==> src/rtl/pwm_driver.sv <==
// PWM driver: signed command to magnitude/direction with period-aligned
// duty updates and dead periods forced on direction reversal.
module pwm_driver #(
    parameter int PERIOD       = 128,
    parameter int DEAD_PERIODS = 2
) (
    input  logic              clk,
    input  logic              rst,
    input  logic signed [7:0] ctrl_in,
    input  logic              ctrl_valid,
    input  logic              enable,
    output logic              pwm_out,
    output logic              dir_out,
    output logic              period_start,
    output logic              sat_flag
);

    localparam logic [7:0] PLEN  = 8'(PERIOD);
    localparam logic [7:0] LAST  = 8'(PERIOD - 1);
    localparam logic [3:0] DLAST = 4'(DEAD_PERIODS - 1);

    typedef enum logic [1:0] {
        IDLE,
        RUN,
        DEAD
    } state_t;

    state_t     state;
    logic [7:0] cnt;
    logic [7:0] duty_act;
    logic [3:0] dcnt;
    logic       sdir;
    logic       ssat;
    logic [7:0] sduty;

    logic [7:0] raw;
    logic [7:0] mag;
    logic [7:0] c_duty;
    logic       c_dir;
    logic       c_sat;
    logic [7:0] in_duty;
    logic       in_dir;
    logic       in_sat;
    logic       ld_dir;
    logic       wrap;
    logic       reverse;
    logic [7:0] cnt_inc;

    always_comb begin
        raw = ctrl_in;
        if (raw == 8'h80) begin
            mag = 8'd127;
        end else if (raw[7]) begin
            mag = ~raw + 8'd1;
        end else begin
            mag = raw;
        end
        c_dir  = raw[7];
        c_duty = (mag > PLEN) ? PLEN : mag;
        c_sat  = (mag > PLEN) || (raw == 8'h80);
        // A command arriving in the same cycle bypasses the shadow
        in_dir  = ctrl_valid ? c_dir  : sdir;
        in_duty = ctrl_valid ? c_duty : sduty;
        in_sat  = ctrl_valid ? c_sat  : ssat;
        ld_dir  = (in_duty == 8'd0) ? dir_out : in_dir;
        reverse = (in_duty != 8'd0) && (in_dir != dir_out);
        wrap    = (cnt == LAST);
        cnt_inc = cnt + 8'd1;
    end

    always_ff @(posedge clk or posedge rst) begin
        if (rst) begin
            state        <= IDLE;
            cnt          <= 8'd0;
            dcnt         <= 4'd0;
            duty_act     <= 8'd0;
            sdir         <= 1'b0;
            sduty        <= 8'd0;
            ssat         <= 1'b0;
            pwm_out      <= 1'b0;
            dir_out      <= 1'b0;
            period_start <= 1'b0;
            sat_flag     <= 1'b0;
        end else begin
            if (ctrl_valid) begin
                sdir  <= c_dir;
                sduty <= c_duty;
                ssat  <= c_sat;
            end
            pwm_out      <= 1'b0;
            period_start <= 1'b0;
            unique case (state)
                IDLE: begin
                    cnt  <= 8'd0;
                    dcnt <= 4'd0;
                    if (enable) begin
                        state        <= RUN;
                        duty_act     <= in_duty;
                        sat_flag     <= in_sat;
                        dir_out      <= ld_dir;
                        period_start <= 1'b1;
                        pwm_out      <= (in_duty != 8'd0);
                    end
                end
                RUN: begin
                    if (!enable) begin
                        state <= IDLE;
                        cnt   <= 8'd0;
                    end else if (wrap) begin
                        cnt          <= 8'd0;
                        period_start <= 1'b1;
                        if (reverse) begin
                            state <= DEAD;
                            dcnt  <= 4'd0;
                        end else begin
                            duty_act <= in_duty;
                            sat_flag <= in_sat;
                            dir_out  <= ld_dir;
                            pwm_out  <= (in_duty != 8'd0);
                        end
                    end else begin
                        cnt     <= cnt_inc;
                        pwm_out <= (cnt_inc < duty_act);
                    end
                end
                DEAD: begin
                    if (!enable) begin
                        state <= IDLE;
                        cnt   <= 8'd0;
                        dcnt  <= 4'd0;
                    end else if (wrap) begin
                        cnt          <= 8'd0;
                        period_start <= 1'b1;
                        if (dcnt == DLAST) begin
                            // Leave DEAD on whatever is current, even a new reversal
                            state    <= RUN;
                            dcnt     <= 4'd0;
                            duty_act <= in_duty;
                            sat_flag <= in_sat;
                            dir_out  <= ld_dir;
                            pwm_out  <= (in_duty != 8'd0);
                        end else begin
                            dcnt <= dcnt + 4'd1;
                        end
                    end else begin
                        cnt <= cnt_inc;
                    end
                end
                default: begin
                    state <= IDLE;
                    cnt   <= 8'd0;
                    dcnt  <= 4'd0;
                end
            endcase
        end
    end

endmodule

==> config.mk <==
export PLATFORM = sky130hd
export DESIGN_NAME = pwm_driver
export DESIGN_NICKNAME = d
export VERILOG_FILES = /design/src/rtl/pwm_driver.sv
export SDC_FILE = /design/constraint.sdc
export NUM_CORES = 1
export LEC_CHECK = 0
export CAP_MARGIN = 20
export CORE_ASPECT_RATIO = 1.4
export CORE_UTILIZATION = 56
export CTS_BUF_LIST = sky130_fd_sc_hd__clkbuf_4 sky130_fd_sc_hd__clkbuf_8
export CTS_CLUSTER_DIAMETER = 150
export CTS_CLUSTER_SIZE = 30
export DETAILED_ROUTE_END_ITERATION = 6
export DONT_BUFFER_PORTS = 1
export GPL_TIMING_DRIVEN = 0
export PLACE_DENSITY = 0.76
export SYNTH_ARGS = -nofsm -noshare
export SYNTH_HDL_FRONTEND = slang
export SYNTH_SLANG_ARGS = --single-unit
==> constraint.sdc <==
create_clock -name clk -period 2.3 [get_ports clk]
set_input_delay 0.46 -clock clk [delete_from_list [all_inputs] [get_ports clk]]
set_output_delay 0.46 -clock clk [all_outputs]
set_load 0.005 [all_outputs]
==> out/qor.yml <==
status: "finished, violations left"
violations: "negative setup slack"
fmax_mhz: 409
busiest_layer: "met2"
rsz0062_at_grt: "true"
critical_path_class: "primary input to flip-flop"
syn_area_um2: 2560
cts-root-buf: "clkbuf_8"
clockBufferDepth: 2
clock_latency_ps: 300
place_congestion: 0.866
globalRouteOverflowTotal: 0
holdWs_ps: 170
grtUsageTotal_pct: 27.4
dr.pass1.iters: 4
antenna_found_initial: 0
antennaDiodeCount: 0
synth-compound-area-share_pct: 21.9
cts_sinks: 36
grt_pass1_wl_mm: 9.94
vias_per_cell: 6.23
drv_slew: 0
ant_nets: 0
num-fill-cells: 308
io_pins: 16
htree_num_levels: 2
drv_cap: 0
drive_gt1_share_pct: 29.2
synth-seq-cells: 36
cts_hold_buf: 0
ff2ff_setup_slack_ps: -110
p_leak_nw: 1.40
hold_viol: 0
coreArea_um2: 4310
yosysSeqAreaShare_pct: 35.1
crit_required_ps: 2470
grt_max_degree: 22
grt_use_met2_pct: 49.8
setup_violations: 14
async_flop_share_pct: 100
multi_input_area_um2: 1750
setup_slack_ps: -145
placed_cell_area_um2: 2790
drt_iter0_markers: 122
routedWlPerCell_um: 17.7
synthXorXnorAreaFrac_pct: 3.07
dp_cells: 335
skew_ps: 14.4
synth-edff-count: 0
cts_tree: "yes"
drt-total-wl_mm: 6.45
die_h_um: 82.1
worst_pin_slew_ps: 740
rows: 28
met1_usage_pct: 31.1
p_per_area_nw_per_um2: 787
fin_area_um2: 3260
start_util_pct: 59.5
slew_headroom_pct: 50.6
setup.worst_path.end_class: "flip-flop"
synth_simple_gate_area_share_pct: 23.9
synth-warning-count: 0
place.port_buffers: 0
syn_to_final_growth_pct: 27.0
drc_errors: 0
num_vias: 2275
syn_avg_cell_area_um2: 9.36
worstSetupStartpointType: "primary input"
synthMuxAreaShare_pct: 2.15
fin_cells: 365
grt_use_met3_pct: 4.09
grt_pass1_vias: 2158
worst-path-max-fanout: 4
yosysUniqueCellTypes: 78
cts_buffers: 5
die_w_um: 59.2
min_period_ps: 2440
synth_flop_cell: "dfrtp_1"
total_power_w: 0.00256
post-route-util_pct: 75.6
cts.clk_slew.worst_paths_ps: 60
syn_inst: 274
seqCellArea_um2: 901
crit_arrival_ps: 2620
layout.nets: 333
synth-adder-area-share_pct: 7.81
ir_worst_vdd_v: 0.000588
die_area_um2: 4860
synth_top_family_by_area: "simple AND/OR/NAND/NOR gates"
synth.net_count: 302
hpwl_mm: 4.25
hp-class: "primary input to async pin"
period_share_pct: 106
-- synth_stat cells, drive strengths merged (2+ instances only) --
library cell,n,area (um^2)
ha,16,200
or2,2,12.5
a311o,5,50.1
mux2,4,45.0
a21o,2,16.3
a211oi,2,27.5
o22ai,2,12.5
buf,4,31.3
nor4b,3,26.3
nor3,5,30.0
o31a,3,27.5
o21ai,11,58.8
o22a,2,17.5
nor2b,7,43.8
o211ai,2,20.0
a21oi,8,40.0
nand3,17,85.1
nand3b,2,15.0
o311ai,4,35.0
xnor2,6,52.6
o31ai,2,15.0
inv,26,97.6
a31oi,6,67.6
or3,7,55.1
and3,4,25.0
nand2,21,81.3
or4b,2,23.8
clkbuf,7,26.3
dfrtp,36,901
xor2,3,26.3
nor3b,4,30.0
or3b,3,28.8
nor4,6,43.8
nor2,15,58.8
o41ai,2,25.0
-- registers in the layout, summed over array words and instances, names as in the netlist --
signal / flops
sat_flag: 1
period_start: 1
cnt: 8
pwm_out: 1
dir_out: 1
sdir: 1
duty_act: 8
dcnt: 4
ssat: 1
state: 2
sduty: 8
-- placed cells by master, fill, tap and decap left out, types with 6 or more instances in the layout --
cell type and n:
dfrtp_1 36, inv_1 24, buf_4 20, nand2_1 18, ha_1 15, nor2_1 14, nand3_1 14, o21ai_0 8
a21oi_1 7, nor2b_1 7, clkbuf_8 6
-- per-stage QoR --
step / TNS, ps / setup WS, ps
after global routing: -2430 / -233
final: -1060 / -145
after CTS: -1020 / -151
after detailed placement: -6130 / -521
after global placement: -6010 / -518
after floorplan: -3220 / -358
-- report_power, final --
| part | switching [W] | internal (W) |
|---|---|---|
| Combinational | 0.000662 | 0.000567 |
| Sequential | 0.000131 | 0.000766 |
| Clock | 0.000220 | 0.000218 |
| Total | 0.00101 | 0.00155 |
-- cells by family (layout without fill, tap and decap cells) --
family | Yosys count | after routing
xor gates and xnor gates | 9 | 9
muxes | 5 | 5
DFF | 36 | 36
adders and majority gates | 16 | 16
and+or+nand+nor | 105 | 105
AOI/OAI and AO/OA | 66 | 66
buffers and inverters | 37 | 68
-- worst max-delay path: stages --
cell and delay (ps):
buf_12 70, or3b_4 410, or3_4 410, a211oi_4 270
o211ai_2 180, o31a_1 350, nor2_4 150, mux2_4 310
-- layer usage --
layer | vias up | share of wire [%]
met3 | 12 | 3.3
met2 | 55 | 55
met1 | 1125 | 40
li1 | 1083 | -
met4 | 0 | 2.1
met5 | - | 0
-- path summary, 6_finish.rpt --
kind / endpoint / startpoint / depth (start not counted)
min reg2reg: duty_act[5]$_DFFE_PP0P_ / duty_act[5]$_DFFE_PP0P_ / 2
min in group clk: sduty[0]$_DFF_PP0_ / ctrl_in[0] / 1
max reg2reg: duty_act[3]$_DFFE_PP0P_ / cnt[0]$_DFF_PP0_ / 10
min: dcnt[1]$_DFFE_PP0P_ / rst / 1
max: dcnt[1]$_DFFE_PP0P_ / ctrl_in[7] / 8
max in group asynchronous: cnt[2]$_DFF_PP0_ / rst / 2
-- timing repair --
action	CTS	global route
buffers inserted	17	5
endpoints found under the setup margin	16	17
gates resized for setup	14	23
cloned	0	1
pin swaps	14	18
-- cell type report --
class                           count  share of cell area [%]
Buffer                             11                    3.23
Tap cell                           60                    2.31
Clock buffer                        6                    2.34
Inverter                           26                    3.76
Clock inverter                      1                   0.154
Sequential cell                    36                    27.7
Timing Repair Buffer               24                    6.76
Multi-Input combinational cell    201                    53.8
Note: power is estimated with default switching activity, not from simulation.
